[config.mk]
export PLATFORM = sky130hd
export DESIGN_NAME = ad_ip_jesd204_tpl_adc_capture_flat
export DESIGN_NICKNAME = d
export VERILOG_FILES = /design/src/rtl/ad_ip_jesd204_tpl_adc_pkg.sv /design/src/rtl/ad_ip_jesd204_tpl_adc_capture_if.sv /design/src/rtl/ad_ip_jesd204_tpl_adc_capture_fifo.sv /design/src/rtl/ad_ip_jesd204_tpl_adc_capture.sv /design/src/flat_wrapper.sv
export SDC_FILE = /design/constraint.sdc
export NUM_CORES = 2
export LEC_CHECK = 0
export CAP_MARGIN = 20
export CELL_PAD_IN_SITES_DETAIL_PLACEMENT = 1
export CELL_PAD_IN_SITES_GLOBAL_PLACEMENT = 1
export CORE_ASPECT_RATIO = 0.7
export CORE_UTILIZATION = 50
export CTS_CLUSTER_SIZE = 24
export DETAILED_ROUTE_END_ITERATION = 10
export PLACE_DENSITY = 0.88
export SETUP_SLACK_MARGIN = 0.15
export SKIP_LAST_GASP = 1
export SYNTH_ARGS = -nofsm -noshare
export SYNTH_HDL_FRONTEND = slang
export SYNTH_SLANG_ARGS = --single-unit
[constraint.sdc]
create_clock -name clk -period 9.7 [get_ports clk]
set_clock_uncertainty 0.1 [all_clocks]
set_input_delay 1.94 -clock clk [delete_from_list [all_inputs] [get_ports clk]]
set_output_delay 1.94 -clock clk [all_outputs]
set_load 0.02 [all_outputs]
[src/rtl/ad_ip_jesd204_tpl_adc_pkg.sv]
// Shared FSM encoding for the TPL ADC capture stage.
// Latency: n/a (types and constants only).
// Backpressure: n/a.
// IDLE is all-zero. The busy states are one-hot. DONE uses the remaining all-ones code.
package ad_ip_jesd204_tpl_adc_pkg;

    localparam int STATE_W = 3;

    localparam logic [STATE_W-1:0] STATE_IDLE    = 3'b000;
    localparam logic [STATE_W-1:0] STATE_ARMED   = 3'b001;
    localparam logic [STATE_W-1:0] STATE_CAPTURE = 3'b010;
    localparam logic [STATE_W-1:0] STATE_DRAIN   = 3'b100;
    localparam logic [STATE_W-1:0] STATE_DONE    = 3'b111;

    typedef enum logic [STATE_W-1:0] {
        S_IDLE    = STATE_IDLE,
        S_ARMED   = STATE_ARMED,
        S_CAPTURE = STATE_CAPTURE,
        S_DRAIN   = STATE_DRAIN,
        S_DONE    = STATE_DONE
    } state_e;

    function automatic logic state_is_busy(input state_e s);
        return (s == S_ARMED) || (s == S_CAPTURE) || (s == S_DRAIN);
    endfunction

endpackage

[src/rtl/ad_ip_jesd204_tpl_adc_capture_if.sv]
// AXI-stream link from the capture stage to the DMA.
// Latency: n/a (wiring only).
// Backpressure: ready driven by the slave; valid, data and last hold while ready is low.
// Signals: valid, ready, data[DATA_WIDTH-1:0], last.
interface ad_ip_jesd204_tpl_adc_capture_if #(
    parameter int DATA_WIDTH = 64
);
    logic                  valid;
    logic                  ready;
    logic [DATA_WIDTH-1:0] data;
    logic                  last;

    modport master (output valid, output data, output last, input ready);
    modport slave  (input valid, input data, input last, output ready);
endinterface

[src/rtl/ad_ip_jesd204_tpl_adc_capture_fifo.sv]
// Synchronous first-word-fall-through FIFO with a 1-bit last sideband.
// Latency: a write to an empty FIFO shows up on rd_vld on the next cycle.
// Backpressure: rd_* hold while rd_rdy is low. A write into a full FIFO is accepted only if a pop happens in the same cycle.
// Ports: clk, reset (sync, active-high), flush, wr_en/wr_data/wr_last, rd_rdy/rd_vld/rd_data/rd_last, full, empty.
module ad_ip_jesd204_tpl_adc_capture_fifo #(
    parameter int DATA_WIDTH = 64,
    parameter int ADDR_WIDTH = 4
) (
    input  logic                  clk,
    input  logic                  reset,
    input  logic                  flush,
    input  logic                  wr_en,
    input  logic [DATA_WIDTH-1:0] wr_data,
    input  logic                  wr_last,
    input  logic                  rd_rdy,
    output logic                  rd_vld,
    output logic [DATA_WIDTH-1:0] rd_data,
    output logic                  rd_last,
    output logic                  full,
    output logic                  empty
);
    localparam int DEPTH = 1 << ADDR_WIDTH;

    // Each entry holds {last, data}.
    logic [DATA_WIDTH:0]   mem_q [DEPTH];
    logic [DATA_WIDTH:0]   mem_d [DEPTH];
    logic [ADDR_WIDTH-1:0] wr_ptr_q, wr_ptr_d, rd_ptr_q, rd_ptr_d;
    logic [ADDR_WIDTH:0]   cnt_q, cnt_d;
    logic                  push, pop;

    assign empty   = (cnt_q == '0);
    assign full    = (cnt_q == (ADDR_WIDTH+1)'(DEPTH));
    assign rd_vld  = ~empty;
    assign rd_data = mem_q[rd_ptr_q][DATA_WIDTH-1:0];
    assign rd_last = mem_q[rd_ptr_q][DATA_WIDTH];
    assign pop     = rd_vld & rd_rdy;
    // When full, the slot being written is the one being popped this cycle.
    // The read is combinational from the old contents, so the write is safe.
    assign push    = wr_en & (~full | pop);

    always_comb begin
        mem_d    = mem_q;
        wr_ptr_d = wr_ptr_q;
        rd_ptr_d = rd_ptr_q;
        cnt_d    = cnt_q;
        if (flush) begin
            wr_ptr_d = '0;
            rd_ptr_d = '0;
            cnt_d    = '0;
        end else begin
            if (push) begin
                mem_d[wr_ptr_q] = {wr_last, wr_data};
                wr_ptr_d        = wr_ptr_q + ADDR_WIDTH'(1);
            end
            if (pop) begin
                rd_ptr_d = rd_ptr_q + ADDR_WIDTH'(1);
            end
            case ({push, pop})
                2'b10:   cnt_d = cnt_q + (ADDR_WIDTH+1)'(1);
                2'b01:   cnt_d = cnt_q - (ADDR_WIDTH+1)'(1);
                default: cnt_d = cnt_q;
            endcase
        end
    end

    always_ff @(posedge clk) begin
        if (reset) begin
            for (int i = 0; i < DEPTH; i++) begin
                mem_q[i] <= '0;
            end
            wr_ptr_q <= '0;
            rd_ptr_q <= '0;
            cnt_q    <= '0;
        end else begin
            mem_q    <= mem_d;
            wr_ptr_q <= wr_ptr_d;
            rd_ptr_q <= rd_ptr_d;
            cnt_q    <= cnt_d;
        end
    end

endmodule

[src/rtl/ad_ip_jesd204_tpl_adc_capture.sv]
// Triggered capture of capture_length+1 ADC beats, streamed to the DMA over AXI-stream with TLAST.
// Latency: the first captured beat appears on m_axis one cycle after it is written to the FIFO.
// Backpressure: m_axis.ready stalls the output. Beats that arrive while the FIFO is full are dropped and set overflow.
// Ports: clk, reset (sync, active-high), arm, abort, trigger, trigger_mode, capture_length, adc_valid, adc_data,
//        m_axis (master), busy, done, overflow, fsm_state.
// ADC_CAPTURE_OVF_COUNT_EN adds a saturating 16-bit ovf_count port that counts dropped beats.
module ad_ip_jesd204_tpl_adc_capture
    import ad_ip_jesd204_tpl_adc_pkg::*;
#(
    parameter int NUM_CHANNELS    = 1,
    parameter int DMA_DATA_WIDTH  = 64,
    parameter int FIFO_ADDR_WIDTH = 4
) (
    input  logic                      clk,
    input  logic                      reset,
    input  logic                      arm,
    input  logic                      abort,
    input  logic                      trigger,
    input  logic                      trigger_mode,
    input  logic [31:0]               capture_length,
    input  logic [NUM_CHANNELS-1:0]   adc_valid,
    input  logic [DMA_DATA_WIDTH-1:0] adc_data,
    ad_ip_jesd204_tpl_adc_capture_if.master m_axis,
    output logic                      busy,
    output logic                      done,
    output logic                      overflow,
`ifdef ADC_CAPTURE_OVF_COUNT_EN
    output logic [15:0]               ovf_count,
`endif
    output logic [STATE_W-1:0]        fsm_state
);
    state_e      state_q, state_d;
    logic        trig_d1_q;
    logic [31:0] len_q, len_d;
    logic [31:0] cnt_q, cnt_d;
    logic        ovf_q, ovf_d;
    logic        busy_q, busy_d;
    logic        done_q, done_d;
    logic        trig_rise, beat, fifo_wr, fifo_full, fifo_empty, pop, drop, beat_last;
    logic        adc_valid_unused;
`ifdef ADC_CAPTURE_OVF_COUNT_EN
    logic [15:0] ovf_cnt_q, ovf_cnt_d;
`endif

    // Only channel 0 qualifies a beat.
    assign adc_valid_unused = ^adc_valid;

    assign trig_rise = trigger & ~trig_d1_q;
    assign beat      = (state_q == S_CAPTURE) & adc_valid[0];
    assign fifo_wr   = beat & ~abort;
    assign pop       = m_axis.valid & m_axis.ready;
    assign drop      = fifo_wr & fifo_full & ~pop;
    // The counter is 32 bits wide and is compared before it increments,
    // so a length of all ones never wraps.
    assign beat_last = (cnt_q == len_q);

    always_comb begin
        state_d = state_q;
        len_d   = len_q;
        cnt_d   = cnt_q;
        ovf_d   = ovf_q;
`ifdef ADC_CAPTURE_OVF_COUNT_EN
        ovf_cnt_d = ovf_cnt_q;
        if (drop && ovf_cnt_q != 16'hFFFF) begin
            ovf_cnt_d = ovf_cnt_q + 16'd1;
        end
`endif
        if (abort) begin
            state_d = S_IDLE;
            ovf_d   = 1'b0;
`ifdef ADC_CAPTURE_OVF_COUNT_EN
            ovf_cnt_d = '0;
`endif
        end else begin
            case (state_q)
                S_IDLE, S_DONE: begin
                    if (arm) begin
                        state_d = S_ARMED;
                        ovf_d   = 1'b0;
                        cnt_d   = '0;
`ifdef ADC_CAPTURE_OVF_COUNT_EN
                        ovf_cnt_d = '0;
`endif
                    end
                end
                S_ARMED: begin
                    if (!trigger_mode || trig_rise) begin
                        state_d = S_CAPTURE;
                        len_d   = capture_length;
                    end
                end
                S_CAPTURE: begin
                    if (beat) begin
                        // Dropped beats still count, so the capture window is fixed in ADC beats.
                        cnt_d = cnt_q + 32'd1;
                        if (drop) begin
                            ovf_d = 1'b1;
                        end
                        if (beat_last) begin
                            state_d = S_DRAIN;
                        end
                    end
                end
                S_DRAIN: begin
                    // Empty FIFO means no pending output beat, because the output is read straight from storage.
                    if (fifo_empty) begin
                        state_d = S_DONE;
                    end
                end
                default: state_d = S_IDLE;
            endcase
        end
        busy_d = state_is_busy(state_d);
        done_d = (state_d == S_DONE);
    end

    always_ff @(posedge clk) begin
        if (reset) begin
            state_q   <= S_IDLE;
            trig_d1_q <= 1'b0;
            len_q     <= '0;
            cnt_q     <= '0;
            ovf_q     <= 1'b0;
            busy_q    <= 1'b0;
            done_q    <= 1'b0;
`ifdef ADC_CAPTURE_OVF_COUNT_EN
            ovf_cnt_q <= '0;
`endif
        end else begin
            state_q   <= state_d;
            trig_d1_q <= trigger;
            len_q     <= len_d;
            cnt_q     <= cnt_d;
            ovf_q     <= ovf_d;
            busy_q    <= busy_d;
            done_q    <= done_d;
`ifdef ADC_CAPTURE_OVF_COUNT_EN
            ovf_cnt_q <= ovf_cnt_d;
`endif
        end
    end

    ad_ip_jesd204_tpl_adc_capture_fifo #(
        .DATA_WIDTH (DMA_DATA_WIDTH),
        .ADDR_WIDTH (FIFO_ADDR_WIDTH)
    ) u_fifo (
        .clk     (clk),
        .reset   (reset),
        .flush   (abort),
        .wr_en   (fifo_wr),
        .wr_data (adc_data),
        .wr_last (beat_last),
        .rd_rdy  (m_axis.ready),
        .rd_vld  (m_axis.valid),
        .rd_data (m_axis.data),
        .rd_last (m_axis.last),
        .full    (fifo_full),
        .empty   (fifo_empty)
    );

    assign busy      = busy_q;
    assign done      = done_q;
    assign overflow  = ovf_q;
    assign fsm_state = state_q;
`ifdef ADC_CAPTURE_OVF_COUNT_EN
    assign ovf_count = ovf_cnt_q;
`endif

endmodule

[src/flat_wrapper.sv]
// flat-port wrapper written by rule: the top's interface ports become plain ports
module ad_ip_jesd204_tpl_adc_capture_flat import ad_ip_jesd204_tpl_adc_pkg::*;
#(
    parameter int NUM_CHANNELS    = 1,
    parameter int DMA_DATA_WIDTH  = 64,
    parameter int FIFO_ADDR_WIDTH = 4
)
  (clk, reset, arm, abort, trigger, trigger_mode, capture_length, adc_valid, adc_data, busy, done, overflow, fsm_state, m_axis_valid, m_axis_data, m_axis_last, m_axis_ready);
  ad_ip_jesd204_tpl_adc_capture_if #(.DATA_WIDTH((64))) m_axis_i ();
  input  logic clk;
  input  logic reset;
  input  logic arm;
  input  logic abort;
  input  logic trigger;
  input  logic trigger_mode;
  input  logic [31:0] capture_length;
  input  logic [NUM_CHANNELS-1:0] adc_valid;
  input  logic [DMA_DATA_WIDTH-1:0] adc_data;
  output logic busy;
  output logic done;
  output logic overflow;
  output logic [STATE_W-1:0] fsm_state;
  output wire logic [$bits(m_axis_i.valid)-1:0] m_axis_valid;
  output wire logic [$bits(m_axis_i.data)-1:0] m_axis_data;
  output wire logic [$bits(m_axis_i.last)-1:0] m_axis_last;
  input wire logic [$bits(m_axis_i.ready)-1:0] m_axis_ready;
  assign m_axis_valid = m_axis_i.valid;
  assign m_axis_data = m_axis_i.data;
  assign m_axis_last = m_axis_i.last;
  assign m_axis_i.ready = m_axis_ready;
  ad_ip_jesd204_tpl_adc_capture #(.NUM_CHANNELS(NUM_CHANNELS), .DMA_DATA_WIDTH(DMA_DATA_WIDTH), .FIFO_ADDR_WIDTH(FIFO_ADDR_WIDTH)) u_core (.clk(clk), .reset(reset), .arm(arm), .abort(abort), .trigger(trigger), .trigger_mode(trigger_mode), .capture_length(capture_length), .adc_valid(adc_valid), .adc_data(adc_data), .m_axis(m_axis_i), .busy(busy), .done(done), .overflow(overflow), .fsm_state(fsm_state));
endmodule
Word-level counts from Yosys, hierarchy flattened
Index checks and enable logic that the tools add are counted.
{"block": "word_totals", "reg_bits": 1124, "latchBits": 0, "mem_bits_rw": 0, "romBits": 0, "inputBits": 104, "output_inout_bits": 72, "wordCells": 100, "mem_count": 0}
{"block": "op_classes", "add_sub_neg": 5, "n_mul": 0, "div": 0, "n_lt_le_gt_ge": 3, "eq_ne": 15, "shift": 0, "n_mux": 21, "bitwise": 15, "reduce_logical": 15}
{"operator": "bitwise mux 1040 bit", "n": 1}
{"operator": "binary-select mux 65 bit (select 4 bit)", "n": 1}
{"operator": "demux 65 bit (select 4 bit)", "n": 1}
{"operator": "two-way mux 65 bit", "n": 3}
{"operator": "two-way mux 32 bit", "n": 2}
{"operator": "one-hot mux 32 bit (2 select lines)", "n": 1}
{"operator": "adder 32 x 1 -> 32 bit, second input constant", "n": 1}
{"operator": "equality test 32 bit", "n": 1}
{"operator": "two-way mux 3 bit", "n": 6}
{"operator": "equality test 3 bit, second input constant", "n": 4}
{"operator": "one-hot mux 3 bit (4 select lines)", "n": 1}
{"operator": "greater-or-equal comparator 5 bit, second input constant", "n": 2}
{"operator": "inverter 4 -> 5 bit", "n": 2}
{"operator": "one-hot mux 5 bit (2 select lines)", "n": 1}
{"operator": "adder 4 x 1 -> 4 bit, second input constant", "n": 2}
{"operator": "AND reduction 4 bit", "n": 2}
{"operator": "AND 1 bit", "n": 7}
{"operator": "equality test 3 x 1 -> 1 bit, second input constant", "n": 2}
{"operator": "equality test 3 x 2 -> 1 bit, second input constant", "n": 2}
{"operator": "adder 5 x 1 -> 5 bit, second input constant", "n": 1}
{"operator": "equality test 5 bit, second input constant", "n": 1}
{"operator": "zero test 5 bit", "n": 1}
{"operator": "less-than comparator 5 x 1 -> 1 bit, second input constant", "n": 1}
{"operator": "inverter 1 bit", "n": 5}
{"operator": "16 further kinds", "n": 23}

Longest topological paths before layout
{"block": "logic_depth", "ltp_word": 9, "ltp_mapped": 12, "ltp_nobuf": 10}

By module
From an unflattened synthesis, not the netlist that was laid out.
{"block": "unflattened", "cells_unflattened": 5761, "hier_area_um2": 48856.9}
{"module": "ad_ip_jesd204_tpl_adc_capture_fifo", "n_inst": 1, "cells_each": 5326, "area_per_inst_um2": 45292.2, "seq_area_each_um2": 21080.2}
{"module": "ad_ip_jesd204_tpl_adc_capture", "n_inst": 1, "cells_each": 435, "area_per_inst_um2": 3564.7, "seq_area_each_um2": 1421.4}

Worst setup path after synthesis
No wires, ideal clock.
{"block": "synth_timing", "path_type": "input to register", "start": "input port adc_valid", "end": "register u_core.u_fifo.cnt_q[4]", "setup_time_ns": 0.070, "arrival_ns": 4.289, "required_ns": 9.530, "setup_slack_ns": 5.241, "stages": 11, "path_buffers": 1, "path_cell_list": "nand4bb_4 > a311oi_4 > buf_2 > inv_1 > ha_1 > fa_1 > a21o_1 > a21oi_1 > xor2_1 > or3_1 > a21oi_1"}
{"block": "synth_via", "elab_chain_cells": 5, "word_cells_on_any_way": 7, "classes_between": "eq/ne (2); mux (1); bitwise (3); reduce/logical (1)"}
{"element": "start, declared", "line_no": "flat_wrapper.sv:17", "rtl": "input logic [NUM_CHANNELS-1:0] adc_valid;"}
{"element": "AND 1 bit (*)", "line_no": "ad_ip_jesd204_tpl_adc_capture.sv:49", "rtl": "assign beat = (state_q == S_CAPTURE) & adc_valid[0];"}
{"element": "AND 1 bit (*)", "line_no": "ad_ip_jesd204_tpl_adc_capture.sv:50", "rtl": "assign fifo_wr = beat & ~abort;"}
{"element": "AND 1 bit (*)", "line_no": "ad_ip_jesd204_tpl_adc_capture_fifo.sv:39", "rtl": "assign push = wr_en & (~full | pop);"}
{"element": "equality test 2 x 1 -> 1 bit or equality test 2 bit (tied branches)", "line_no": "ad_ip_jesd204_tpl_adc_capture_fifo.sv:58", "rtl": "case ({push, pop})"}
{"element": "one-hot mux 5 bit (2 select lines) or nonzero test 2 bit (tied branches)"}
{"element": "end signal, assigned", "line_no": "ad_ip_jesd204_tpl_adc_capture_fifo.sv:78", "rtl": "cnt_q <= cnt_d;"}
{"element": "end, declared", "line_no": "ad_ip_jesd204_tpl_adc_capture_fifo.sv:28", "rtl": "logic [ADDR_WIDTH:0] cnt_q, cnt_d;"}
Mark *: on every way between the ends. The rest lies on a longest branch, timed or not.
A chain may end at the register's enable or synchronous reset.

Worst setup path after layout
{"block": "layout_timing", "start": "register u_core.u_fifo.rd_ptr_q[1]", "end": "output port m_axis_data[24]"}
{"block": "layout_via", "elab_chain_cells": 4}
{"element": "start, declared", "line_no": "ad_ip_jesd204_tpl_adc_capture_fifo.sv:27", "rtl": "logic [ADDR_WIDTH-1:0] wr_ptr_q, wr_ptr_d, rd_ptr_q, rd_ptr_d;"}
{"element": "start signal, assigned", "line_no": "ad_ip_jesd204_tpl_adc_capture_fifo.sv:77", "rtl": "rd_ptr_q <= rd_ptr_d;"}
{"element": "inverter 4 -> 5 bit (implied by the code)", "line_no": "ad_ip_jesd204_tpl_adc_capture_fifo.sv:34", "rtl": "assign rd_data = mem_q[rd_ptr_q][DATA_WIDTH-1:0];"}
{"element": "binary-select mux 65 bit (select 4 bit)", "line_no": "ad_ip_jesd204_tpl_adc_capture_fifo.sv:34"}
{"element": "two-way mux 65 bit (2 in a row)"}
{"element": "end, declared", "line_no": "flat_wrapper.sv:24", "rtl": "output wire logic [$bits(m_axis_i.data)-1:0] m_axis_data;"}
No other way between the ends. The select of a mux whose other input is x is not followed.

==> reports/metrics.cfg <==
[route]
top_layer=met5
drt-met1-wl_mm=68.8
vias=42000
drc=0
ant_nets=0
drt_first_pass_iters=6
totalWireLength_mm=174
drt_iter0_drc=5113
routedWlPerCell_um=26.4
dr_wl_met3_mm=16.7
wl_met2_mm=82.0
via_per_inst=6.37

[job]
drv_cap=0

[setup_path]
crit_path_start=u_core.u_fifo.rd_ptr_q[1]
cp-end-kind=output port
path_class=reg -> out
worstReg2RegStart=u_core.fsm_state[1]
reg2reg_depth=7
critPathMaxFanout=53
cp-endpoint=m_axis_data[24]
crit_required_ns=7.66
rr_endpoint=u_core.u_fifo.mem_q[702]
cp.arrival_ns=4.25
regToRegSetupSlack_ns=5.73
startpoint_type=flop

[clock_tree]
clock-sinks=1124
cts_resized=0
ctsHoldBuffers=0
htreeDepth=3
clkTransAtPathRegs_ns=0.07
insertion_delay_ns=0.73
cts_setup_buffers=0
root_buffer=clkbuf_16
cts_tree=built
cts_buffers=107
cts_buffer_depth=3

[global_routing]
grtUsageTotal_pct=35.4
grt_max_degree=231
grt_pass1_vias=43800
grt_first_pass_wirelength_mm=263
grt_overflow_total=0
grt_antenna_before_repair=13

[floorplan]
ios=176
die_w_um=373
design.core.area_mm2=0.0946
row_count=94
die-area_mm2=0.0974
start_util_pct=50.8
die_h_um=261

[layout]
drive_gt1_share_pct=11.0
final_common_cell=nand2_1
areaGrowthSynthToFinish_pct=10.4
num-nets-final=5381
mostFrequentLayoutCells=2,066 x nand2_1, 1,120 x dfxtp_1, 1,039 x a21oi_1, 325 x mux4_2, 174 x clkdlybuf4s50_1
fin_util_pct=56.1

[timing]
setup-violations-final=0
rsz0062_at_grt=false
fin_setup_tns_ns=0
fmax_mhz=159
relSlewSlack_pct=13.9
finalHoldWorstSlack_ns=0.351
setup_ws_ns=3.41
hold_violations=0
fin_crit_ns=6.29
slew_violations=0
worst_pin_slew_ns=1.29
period_share_pct=64.9

[synth]
seq_area_frac_synth_pct=46.8
synth_top_family_by_area=simple AND/OR/NAND/NOR gates
synth_cell_types=48
netlist.area_leader.share_pct=46.8
synth_cells=5501
synth_nets=5616
synth_top_cell_by_area=dfxtp_1
yosysWarnings=0
ys_ff_latch=1124
synthFlopType=dfxtp_1
synth.mux.area_fraction_pct=16.0
synth-xor-area-share_pct=1.26
synth_area_per_cell_um2=8.73
synth-edff-count=0
async_reset_ff_share_pct=0
synth_fa_ha_area_share_pct=0.302
netlist_top_cells_area=dfxtp_1 47%, nand2_1 16%, mux4_2 15%
synth_compound_area_share_pct=11.4
syn_area_mm2=0.0480
yosys.area_share.simple_pct=18.6

[worst_hold_path]
hold_class=reg -> reg
worstHoldPathCells=2

[pwr]
vdd_drop_max_v=0.000143
p_leak_nw=16.2
p_per_area_mw_per_mm2=174

[placed_design]
preCtsSetupSlack_ns=4.13
port-buffer-count=175
globalplace.congestion=0.779
dpl.hpwl_mm=90.4

[outcome]
status=completed

## logic make-up after synthesis
family | count (synthesis)
AOI/OAI and AO/OA | 1080
muxes | 360
and+or+nand+nor | 2278
adders and majority gates | 11
DFF | 1124
buffers and inverters | 579
xor gates and xnor gates | 69
## per-stage QoR
step                cells  total power [mW]  area [µm²]
finish               6601              9.23       53100
global route         6600              9.43       53100
CTS                  6593              9.23       53000
detailed placement   6403              4.96       49500
global placement     6403              4.96       49500
floorplan            5501              4.88       48000
## where the power goes
group	internal [mW]	leakage [nW]	switching [mW]
logic	0.0634	5.41	0.183
registers	4.62	9.05	0.00430
clock network	2.44	1.77	1.92
total	7.12	16.2	2.10
## worst min path at each step
stage | startpoint | end | slack (ns)
2_1_floorplan | u_core.u_fifo.mem_q[910] | u_core.u_fifo.mem_q[910] | 0.33
3_3_place_gp | u_core.u_fifo.mem_q[570] | u_core.u_fifo.mem_q[570] | 0.33
3_5_place_dp | u_core.u_fifo.mem_q[648] | u_core.u_fifo.mem_q[648] | 0.34
4_1_cts | u_core.u_fifo.mem_q[603] | u_core.u_fifo.mem_q[603] | 0.35
5_1_grt | u_core.u_fifo.mem_q[384] | u_core.u_fifo.mem_q[384] | 0.36
6_report | u_core.u_fifo.mem_q[85] | u_core.u_fifo.mem_q[85] | 0.35
## cell usage after synthesis, drive strengths merged, types with 16 or more instances
| cell type | count |
|---|---|
| nor2 | 81 |
| nand4 | 28 |
| clkbuf | 327 |
| a21oi | 1039 |
| buf | 244 |
| mux2i | 35 |
| dfxtp | 1124 |
| o31ai | 16 |
| nand3b | 17 |
| nand3 | 28 |
| mux4 | 325 |
| xnor2 | 39 |
| nand2 | 2066 |
| and3 | 21 |
| xor2 | 30 |
## worst max-delay path: stages, from the launching register on
cell	delay (ns)
dfxtp_4	0.91
buf_4	0.84
mux4_2	0.60
mux4_2	0.55
clkdlybuf4s50_1	0.58
## area by class of cell
type                       count  area (µm²)
multi-input combinational   3798       23100
antenna                        6        15.0
sequential                  1124       22500
fill                       10700       41500
timing repair buffer         227        2250
clock buffer                 162        3260
tap                         1248        1560
inverter                       8        30.0
clock inverter                28         302
## registers in the layout, summed over array words and instances (netlist names)
name                    count
u_core.cnt_q               32
u_core.overflow             1
u_core.u_fifo.cnt_q         5
u_core.done                 1
u_core.u_fifo.rd_ptr_q      4
u_core.fsm_state            3
u_core.u_fifo.mem_q      1040
u_core.len_q               32
u_core.trig_d1_q            1
u_core.u_fifo.wr_ptr_q      4
u_core.busy                 1
## routing by layer
metal | GRT usage, % | vias to the layer above
met4 | 14.3 | 14
met3 | 6.91 | 501
met2 | 57.0 | 2279
li1 | - | 18000
met1 | 46.8 | 21300
met5 | 0 | -
No activity file was read; power rests on OpenSTA's default activity.
